===== config.mk =====
export PLATFORM = sky130hd
export DESIGN_NAME = relu_maxpool
export DESIGN_NICKNAME = d
export VERILOG_FILES = /design/src/rtl/relu_maxpool.sv
export SDC_FILE = /design/constraint.sdc
export NUM_CORES = 1
export LEC_CHECK = 0
export ABC_AREA = 1
export BUFFER_PORTS_ARGS = -buffer_cell sky130_fd_sc_hd__buf_2
export CORE_MARGIN = 8
export CORE_UTILIZATION = 50
export DETAILED_ROUTE_END_ITERATION = 8
export GPL_ROUTABILITY_DRIVEN = 0
export PLACE_DENSITY_LB_ADDON = 0.2
export SYNTH_ARGS = -nofsm -noshare
export SYNTH_HDL_FRONTEND = slang
export SYNTH_SLANG_ARGS = --single-unit
export TNS_END_PERCENT = 50

===== constraint.sdc =====
create_clock -name clk -period 7.4 [get_ports clk]
set_clock_uncertainty 0.15 [all_clocks]
set_input_delay 0.37 -clock clk [delete_from_list [all_inputs] [get_ports clk]]
set_output_delay 0.37 -clock clk [all_outputs]
set_load 0.01 [all_outputs]

===== src/rtl/relu_maxpool.sv =====
// relu_maxpool: optional ReLU followed by 2x2/stride-2 max pooling over a
// raster-ordered M x M conv output stream. A half-row line buffer holds the
// horizontal maxima of each even row until the matching odd row arrives.
module relu_maxpool #(
  parameter int M    = 8,   // conv map width = height
  parameter int N    = 16,  // data width, two's complement
  parameter int Q    = 12,  // fractional bits, carried through untouched
  parameter int RELU = 1    // 1: clamp negatives to zero before pooling
) (
  input  logic         clk,
  input  logic         global_rst_n,
  input  logic         ce,
  input  logic [N-1:0] conv_in,
  input  logic         conv_valid,
  output logic [N-1:0] pool_out,
  output logic         pool_valid,
  output logic         pool_end
);

  // Counters need at least 2 bits so col[CW-1:1] is always a legal slice.
  localparam int CW   = (M > 2) ? $clog2(M) : 2;
  localparam int HALF = M / 2;
  localparam int LBD  = 1 << (CW - 1);
  localparam logic [CW-1:0] COL_LAST = CW'(M - 1);
  // Last row/col that closes a window; differs from COL_LAST for odd M.
  localparam logic [CW-1:0] WIN_LAST = CW'(2 * HALF - 1);

  if (M < 2 || Q >= N) begin : g_bad_param
    $error("relu_maxpool: need M >= 2 and Q < N");
  end

  typedef struct packed {
    logic [N-1:0] data;
    logic         vld;
    logic         last;
  } pool_rsp_t;

  logic [CW-1:0]       col, row;
  logic signed [N-1:0] hmax, x, h, lb_rd, v;
  logic [N-1:0]        lb [LBD];
  logic [CW-2:0]       lb_idx;
  logic                accept, fire;
  pool_rsp_t           rsp;

  assign accept = ce & conv_valid;
  assign x      = ((RELU != 0) && conv_in[N-1]) ? '0 : conv_in;
  assign h      = (x > hmax) ? x : hmax;
  assign lb_idx = col[CW-1:1];
  assign lb_rd  = lb[lb_idx];
  assign v      = (h > lb_rd) ? h : lb_rd;
  // Odd row and odd col always lie inside a complete window, even for odd M.
  assign fire   = accept & row[0] & col[0];

  // Raster position of the next accepted sample; wraps per row and per frame.
  always_ff @(posedge clk or negedge global_rst_n) begin
    if (!global_rst_n) begin
      col <= '0;
      row <= '0;
    end else if (accept) begin
      if (col == COL_LAST) begin
        col <= '0;
        row <= (row == COL_LAST) ? '0 : row + CW'(1);
      end else begin
        col <= col + CW'(1);
      end
    end
  end

  // Left half of the current horizontal pair.
  always_ff @(posedge clk or negedge global_rst_n) begin
    if (!global_rst_n) hmax <= '0;
    else if (accept && !col[0]) hmax <= x;
  end

  // Even-row horizontal maxima, consumed by the odd row below; no reset needed.
  always_ff @(posedge clk) begin
    if (accept && !row[0] && col[0]) lb[lb_idx] <= h;
  end

  // Pooled result register; pulses last one ce cycle and hold while ce is low.
  always_ff @(posedge clk or negedge global_rst_n) begin
    if (!global_rst_n) begin
      rsp <= '0;
    end else if (ce) begin
      rsp.vld  <= fire;
      rsp.last <= fire && (row == WIN_LAST) && (col == WIN_LAST);
      if (fire) rsp.data <= v;
    end
  end

  assign pool_out   = rsp.data;
  assign pool_valid = rsp.vld;
  assign pool_end   = rsp.last;

endmodule


==> run summary, run 1 <==
The CTS H-tree depth came out at 3. The number of hold violations in the final report is 31. The number of cells traversed by the worst register-to-register path is 19. The total negative slack for setup checks came out at 0 ps. The classification of the worst-slack hold path is in2async. The internal portion of the total power is 1.26 mW. Yosys attributes the largest share of cell area to sky130_fd_sc_hd__edfxtp_1, sky130_fd_sc_hd__dfrtp_1, sky130_fd_sc_hd__nand2_1. The final standard cell count with taps included and fillers excluded is 677. The remaining max-slew budget at the tightest pin is 32.5%. The die height came out at approximately 120 um. Summing the areas of all compound-gate instances in the mapped netlist gives 10.5% of the synthesized area. The placement row count is 36.

The post-detailed-placement cell area came out at 0.00529 mm^2. Setup repair after global routing left no endpoint under its margin. The signal on the critical path passes through inv_1 -> ha_1 -> nand2_1 -> nor2_1 -> nand3_1 -> o21ai_0 -> a21oi_1 -> nand2_2 -> nand2_2 -> o21ai_0 -> ha_1 -> a21oi_1 -> o21ai_0 -> a21oi_1 -> nand2_4 -> nand2_4 -> nand2_1 -> nand3_1 -> nand2_1. After synthesis, the largest family of logic cells by area is simple AND/OR/NAND/NOR gates. The first global-routing pass estimated 18.7 mm of wire.

The post-synth net total is 553. The Yosys step of the flow raised 0 warnings. The post-detailed-route via-to-cell ratio is 5.29. The post-cts sizing count is 0. The flip-flop and latch count after synthesis came out at 98. The endpoint required time on the critical path came out at 7510 ps.

The largest area contributor in the synthesized netlist is sky130_fd_sc_hd__edfxtp_1. In this run, flip-flops and latches consume 34.8% of the power. The highest fanout seen on the critical path is 30.

The checks that failed: negative hold slack. Measured along the x axis, the die boundary spans 116 um. The remaining antenna violation count came out at 0. After Yosys synthesis, and, or, nand and nor cells account for between 20% and 30% of the synthesized area.

The detailed-placement wirelength estimate is 7.87 mm. The number of top-level pins came out at 38. The number of buffers and inverters on the critical path is 1. The final count of negative-setup-slack endpoints is 0. The number of detailed-route iterations in the first pass is 4. The number of buffers inserted during clock tree synthesis is 9. The kind of end point of the critical path is a flip-flop. The completed layout was analyzed and its total power is 2.29 mW.

The number of antenna violations at the first check in global routing came to 0. After detailed routing, the average wire length per cell comes to between 15 and 20 um. The clock latency on the worst-skew pair is 380 ps.

The core region is just under 0.01 mm^2. The global router's overall resource usage came out at 18.3%. The highest cell delay on the worst timing path is around 760 ps. The number of antenna diodes in the final layout is 0. The portion of total power attributed to the clock network is 15.8%. The total DRC errors in the routed layout came out at 0. The detailed router finished its first iteration with roughly 200 violations. The netlist uses 32 different library cells.

The power spent charging and discharging nets came out at about 1 mW. The family with the most delay on the worst path is compound AO/OA/AOI/OAI gates. The number of port buffers came out at 36. The largest net degree at the start of global routing came out at 39.

OpenSTA, run right after detailed placement, puts the worst setup slack at 3000 ps. The xor/xnor cell area share of the yosys netlist is 0%. The count of clock tree sinks is 98. The final cell area excluding filler cells is ~0.0055 mm^2. The portion of the post-synthesis area used by sequential elements came out at 55.2%.

Once the floorplan was initialized, standard cells occupied around half of the core. The overall die area is around 0.013 mm^2. Data on the critical path arrives at its endpoint at between 4000 and 5000 ps. The total number of vias is around 3600.

Cells with a size suffix above 1 make up 17.3% of the layout. The power density of the placed cells is about 420 mW/mm^2. The path type of the worst setup path is reg2reg. Of the available clock period, the critical path in the final layout requires 55.6%. In this run the critical register-to-register path is captured at pool_out[2]. The signed area change from the synthesized netlist to the final layout came out at 10.3%.

The total grt overflow came out at 0. Of the post-synthesis cell area, the dominant cell type holds 36.2%. The maximum VDD drop came out at between 150 and 200 uV. The number of cells produced by synthesis is between 500 and 600. The total routed wirelength is 11.2 mm. The actual transition at the worst max-transition pin is between 1000 and 1500 ps. The setup slack after layout is 3290 ps. After clock tree synthesis, the clock-pin slew on the worst setup and hold paths is 100 ps. The switching power as a share of total power is 44.6%. The number of global-route vias before repair is 3616. The mapped netlist covers 0.00498 mm^2.

The internal reg-to-reg setup slack is roughly 3300 ps. The number of max-capacitance violations reported is 0. The fraction of the mapped netlist area in adder cells came out at 7.03%.

The CTS tree is built. STA classifies the critical path startpoint as a flip-flop. The final critical delay including setup and external delays came out at 4110 ps. The leakage power figure came out at 2.56 nW. The hold slack is -21.2 ps. The run finished, with violations left.

Per report_power, the combinational group accounts for 49.4% of the total. The tree is rooted in a sky130_fd_sc_hd__clkbuf_8. The number of setup buffers added after CTS is 0.

The max-slew violation count is 0. After detailed placement, the design holds a cell count of 661. The share of synthesized area spent on multiplexers is 0%. The number of nets at the end of the flow came out at 587. The fmax is between 0.2 and 0.25 GHz. The post-layout utilization of the core is 56.5%. The worst register-to-register path begins at hmax[13]. The average cell area after synthesis came out at 9.87 um^2.

The slowest cell on the critical path is sky130_fd_sc_hd__o21ai_0. The maximum buffer depth of the clock tree is 2. The number of hold buffers added after CTS came out at 0.
==> synthesized netlist by cell type (all sizes together) <==
cell type  count
clkbuf         9
and2           1
a21oi         13
and3           1
o211a          1
nand2        147
o32ai          1
nor2          13
a22o          13
a221oi        14
nor3           4
nand3b         1
ha            28
o21ai         35
buf            8
edfxtp        60
nand4          4
inv           66
dfrtp         38
nand3         43
a22oi          3
conb           1
a21o           1
==> per-layer routing <==
metal	global-route usage (%)	vias to the layer above	wire [um]
li1	-	1785	-
met4	5.62	0	190
met1	24.4	1699	5200
met5	0	-	0
met2	29.2	83	5370
met3	3.96	13	434
==> power by group through the flow <==
stage | registers [mW] | clock network, mW | logic, mW
2_1_floorplan | 0.804 | 0 | 0.864
3_3_place_gp | 0.804 | 0 | 1.11
3_5_place_dp | 0.803 | 0 | 1.13
4_1_cts | 0.794 | 0.366 | 1.14
5_1_grt | 0.806 | 0.393 | 1.29
6_report | 0.795 | 0.361 | 1.13
==> worst reg2reg max path: stages, from the launching register on <==
cell and delay (ps):
sky130_fd_sc_hd__dfrtp_1 340, sky130_fd_sc_hd__inv_1 60, sky130_fd_sc_hd__ha_1 310, sky130_fd_sc_hd__nand2_1 50
sky130_fd_sc_hd__nor2_1 120, sky130_fd_sc_hd__nand3_1 100, sky130_fd_sc_hd__o21ai_0 160, sky130_fd_sc_hd__a21oi_1 70
sky130_fd_sc_hd__nand2_2 90, sky130_fd_sc_hd__nand2_2 280, sky130_fd_sc_hd__o21ai_0 760, sky130_fd_sc_hd__ha_1 390
sky130_fd_sc_hd__a21oi_1 150, sky130_fd_sc_hd__o21ai_0 80, sky130_fd_sc_hd__a21oi_1 230, sky130_fd_sc_hd__nand2_4 170
sky130_fd_sc_hd__nand2_4 240, sky130_fd_sc_hd__nand2_1 80, sky130_fd_sc_hd__nand3_1 100, sky130_fd_sc_hd__nand2_1 70
==> registers in the layout, summed over array words and instances (netlist names) <==
| signal | count |
|---|---|
| lb | 60 |
| pool_end | 1 |
| hmax | 15 |
| pool_out | 15 |
| col | 3 |
| row | 3 |
| pool_valid | 1 |
==> cells by family (layout without fill, tap and decap cells) <==
logic type	after synthesis	after routing
simple gates	214	214
buf+inv	83	122
compound gates	81	81
fa+ha+maj	28	28
flops	98	98
other cells	1	1
==> worst max path at each step <==
| stage | from | to | slack (ps) | cells after the start |
|---|---|---|---|---|
| floorplan | conv_in[15] | pool_out[10] | 3540 | 26 |
| global placement | conv_in[15] | pool_out[14] | 3130 | 22 |
| detailed placement | conv_in[15] | pool_out[2] | 3000 | 22 |
| CTS | hmax[13] | pool_out[2] | 3320 | 19 |
| global route | hmax[13] | pool_out[2] | 2830 | 19 |
| finish | hmax[13] | pool_out[2] | 3290 | 19 |
==> layout by cell type (no fill, tap or decap) <==
cell type,count
sky130_fd_sc_hd__nand2_1,128
sky130_fd_sc_hd__inv_1,64
sky130_fd_sc_hd__edfxtp_1,60
sky130_fd_sc_hd__dfrtp_1,38
sky130_fd_sc_hd__buf_2,36
sky130_fd_sc_hd__o21ai_0,35
sky130_fd_sc_hd__nand3_1,33
sky130_fd_sc_hd__ha_1,28
sky130_fd_sc_hd__nand2_2,17
sky130_fd_sc_hd__a221oi_1,14
sky130_fd_sc_hd__a22o_1,13
sky130_fd_sc_hd__a21oi_1,13
sky130_fd_sc_hd__nand3_2,10
sky130_fd_sc_hd__nor2_1,9
sky130_fd_sc_hd__clkbuf_8,9
sky130_fd_sc_hd__nor2_2,4
sky130_fd_sc_hd__nand4_1,4
sky130_fd_sc_hd__buf_4,4
sky130_fd_sc_hd__a22oi_1,3
sky130_fd_sc_hd__nor3_4,2
sky130_fd_sc_hd__nor3_1,2
sky130_fd_sc_hd__nand2_4,2
sky130_fd_sc_hd__clkinvlp_4,2
sky130_fd_sc_hd__inv_6,2
sky130_fd_sc_hd__inv_4,1
sky130_fd_sc_hd__inv_2,1
sky130_fd_sc_hd__o211a_1,1
sky130_fd_sc_hd__a21o_1,1
sky130_fd_sc_hd__and3_1,1
sky130_fd_sc_hd__and2_1,1
sky130_fd_sc_hd__nand3b_4,1
sky130_fd_sc_hd__o32ai_1,1
sky130_fd_sc_hd__conb_1,1
sky130_fd_sc_hd__inv_8,1
sky130_fd_sc_hd__bufinv_16,1
sky130_fd_sc_hd__clkinv_4,1
==> final cells by class <==
cell class	count	area [um^2]
well taps	133	166
clock inverters	7	82.6
repair buffers	40	210
inverters	66	250
fillers	878	4230
multi-input cells	324	1910
clock buffers	9	124
flip-flops and latches	98	2750
(Power assumes the default switching activity.)
==> run 2, diff against run 1 <==
Clock period 7.4 ns to 3.4 ns, I/O delays scaled along.
==> run summary, run 2 (synthesis results as in run 1) <==
The number of max-capacitance violations reported came out at 0 (unchanged). The number of inserted diodes is 0 (unchanged). The final standard cell count with taps included and fillers excluded is 757 (+12%). Setup repair after global routing could not meet its margin everywhere. The horizontal die dimension is 116 um (unchanged). The clock latency on the worst-skew pair is 370 ps (about the same). The number of top-level pins is 38 (unchanged).

The remaining max-slew budget at the tightest pin came out at 38.0% (+5.6 points). The register ranked first by flip-flop count is lb. The number of instances in the placed design came out at 730 (+10%). The worst flop-to-flop path startpoint is hmax[13]. The final count of negative-setup-slack endpoints is 1 (+1). The highest fanout seen on the critical path came out at 8 (-73%). The die height came out at 116 um (unchanged).

The signed area change from the synthesized netlist to the final layout came out at 30.8%. The number of detailed-route iterations in the first pass is 5 (+1). The count of clock tree sinks came to 98 (unchanged). The total chip power is 6.35 mW (+180%).

The fmax is 0.294 GHz (+21%). The remaining antenna violation count came out at 0 (unchanged). The max-slew violation count came out at 0 (unchanged).

The number of port buffers came to 36 (unchanged). The destination of the worst register-to-register timing path is pool_out[5]. The global router's overall resource usage came out at 19.3% (+0.95 points).

The post-detailed-route via-to-cell ratio is 5.29 (+0.12%). The share of cells above drive strength 1 is 36.4% (+19 points). The wire length of the first global-routing pass is 19.8 mm (+5.9%).

The path type of the worst setup path is reg2reg. The final cell area excluding filler cells came to 0.00652 mm^2 (+19%). The placement row count came out at 36 (unchanged). The number of global-route vias before repair came out at 3903 (+7.9%). The maximum buffer depth of the clock tree is 2 (unchanged). The power density of the placed cells came out at 974 mW/mm^2 (+130%). The number of cells traversed by the worst register-to-register path is 22 (+3). The number of buffers inserted during clock tree synthesis came out at 9 (unchanged). The number of hold violations in the final report is 0 (-100%). The leakage power figure came to 3.03 nW (+18%). The setup slack after layout is -3.74 ps (-3290 ps).

The worst setup path is captured at a flip-flop. The final period utilization came out at 100% (+45 points). The total number of vias is 4008 (+12%).

Leaving out fill and tap cells, the most frequent cells in the layout are sky130_fd_sc_hd__nand2_1, sky130_fd_sc_hd__buf_4, sky130_fd_sc_hd__edfxtp_1. The CTS H-tree depth is 3 (unchanged). The number of nets at the end of the flow is 667 (+14%). The largest net degree at the start of global routing came out at 39 (unchanged).

The total negative slack for setup checks came out at -3.74 ps (-3.74 ps). The clock-pin transition on the worst setup and hold timing paths came to 100 ps (about the same). The average wire length per cell after detail routing is 17.0 um (+3.0%). The data arrival at the endpoint of the critical path came out at 3510 ps (-710 ps). The fill cell total of the finished layout was 753 (-14%).

The CTS tree is built. The worst setup path is launched from a flip-flop. The library cell used most frequently in the layout, excluding fill and tap cells, is sky130_fd_sc_hd__nand2_1. The total routed wirelength was 12.9 mm (+15%).

The initial DRC count came out at 258 (+31%). Counting instances, the worst hold path has a depth of 4. The actual transition at the worst max-transition pin came out at 930 ps (-82.3 ps).

The run finished, with violations left. The number of antenna violations at the first check in global routing came to 0 (unchanged). The checks that failed: negative setup slack. The number of flip-flops in the largest register is 60 (unchanged). The starting density of the core is 51.2% (unchanged). The maximum VDD drop is 440 uV (+150%). The post-layout utilization of the core is 67.0% (+10 points).

The root buffer cell chosen for the clock tree is sky130_fd_sc_hd__clkbuf_8. The startpoint identified for the worst hold timing path is conv_valid. The post-detailed-placement cell area came to 0.00584 mm^2 (+10%). The worst hold path terminates at col[1]. The endpoint required time on the critical path came out at 3510 ps (-4000 ps). The total DRC errors in the routed layout was 0 (unchanged).

The overall die area came out at 0.0134 mm^2 (unchanged). The path class of the tightest hold or removal check is in2reg. The area of the core is 0.00973 mm^2 (unchanged).

The final critical delay including setup and external delays came out at 3400 ps (-711 ps). The internal reg-to-reg setup slack is -4 ps (-3290 ps). The total grt overflow came out at 0 (unchanged). The detailed-placement wirelength estimate is 8.43 mm (+7.1%).
run 2: cell types whose count changed in the layout (fill, tap and decap cells not counted), sizes merged:
cell | before | now
buf | 40 | 115
clkbuf | 9 | 14
clkinvlp | 2 | 0
dlygate4sd3 | 0 | 2
nand2 | 147 | 149
bufinv | 1 | 0
inv | 69 | 68
run 2: through the flow:
step                hold slack (ps)  setup slack, ps
global route                   17.2             -172
CTS                            2.21             2.31
global placement                203             -136
floorplan                      -276             1.49
detailed placement              208             -213
finish                         5.51            -3.74
run 2: routing by layer:
layer,up-vias,part of all wire [%],GRT usage (%)
li1,1953,-,-
met1,1953,43,25.3
met2,97,52,32.3
met3,5,4.3,2.61
met4,0,0.62,6.05
met5,-,0,0
run 2: power by group:
group          total, mW  switching, mW  leakage (nW)  internal [mW]
combinational       3.87           2.21          1.89           1.66
clock              0.754          0.412         0.103          0.342
sequential          1.73          0.136          1.03           1.59
total               6.35           2.76          3.03           3.59
run 2: critical path, cell delays in order, from the launching register on:
cell,delay (ps)
sky130_fd_sc_hd__dfrtp_1,370
sky130_fd_sc_hd__inv_2,70
sky130_fd_sc_hd__ha_4,280
sky130_fd_sc_hd__nand2_4,50
sky130_fd_sc_hd__nor2_4,110
sky130_fd_sc_hd__nand3_2,110
sky130_fd_sc_hd__nor2_4,130
sky130_fd_sc_hd__nand4_1,200
sky130_fd_sc_hd__buf_6,200
sky130_fd_sc_hd__nand2_8,100
sky130_fd_sc_hd__nand2_2,60
sky130_fd_sc_hd__o21ai_1,70
sky130_fd_sc_hd__buf_4,150
sky130_fd_sc_hd__inv_4,40
sky130_fd_sc_hd__ha_4,270
sky130_fd_sc_hd__nand4_1,130
sky130_fd_sc_hd__nor3_2,210
sky130_fd_sc_hd__nand2_2,110
sky130_fd_sc_hd__nand2_8,140
sky130_fd_sc_hd__buf_8,150
sky130_fd_sc_hd__nand3_2,70
sky130_fd_sc_hd__nand3_2,80
sky130_fd_sc_hd__nand2_1,60
run 2: timing repair:
action                                  CTS  global route
pin swaps                                 6            45
resized for setup                        16            79
hold endpoints to repair                 40             0
setup buffers                             2             4
hold buffers                              2             0
endpoints found under the setup margin   15            15
gates cloned                              1             2
run 2: final cells by class:
type                       count  area, um^2  share of cell area [%]
inverter                      66         253                    3.88
multi-input combinational    326        2280                    35.0
timing repair buffer         118         873                    13.4
clock buffer                  13         174                    2.67
clock inverter                 3        20.0                   0.307
sequential                    98        2750                    42.2
tap                          133         166                    2.55
run 2: how the worst max path moves through the flow:
stage	start	to	slack (ps)	depth (start not counted)
3_5_place_dp	conv_in[15]	pool_out[1]	-210	23
6_report	hmax[13]	pool_out[5]	-4	22
2_1_floorplan	conv_in[15]	pool_out[10]	1	26
3_3_place_gp	conv_in[15]	pool_out[14]	-140	24
5_1_grt	hmax[13]	pool_out[13]	-170	21
4_1_cts	hmax[13]	pool_out[4]	2	22
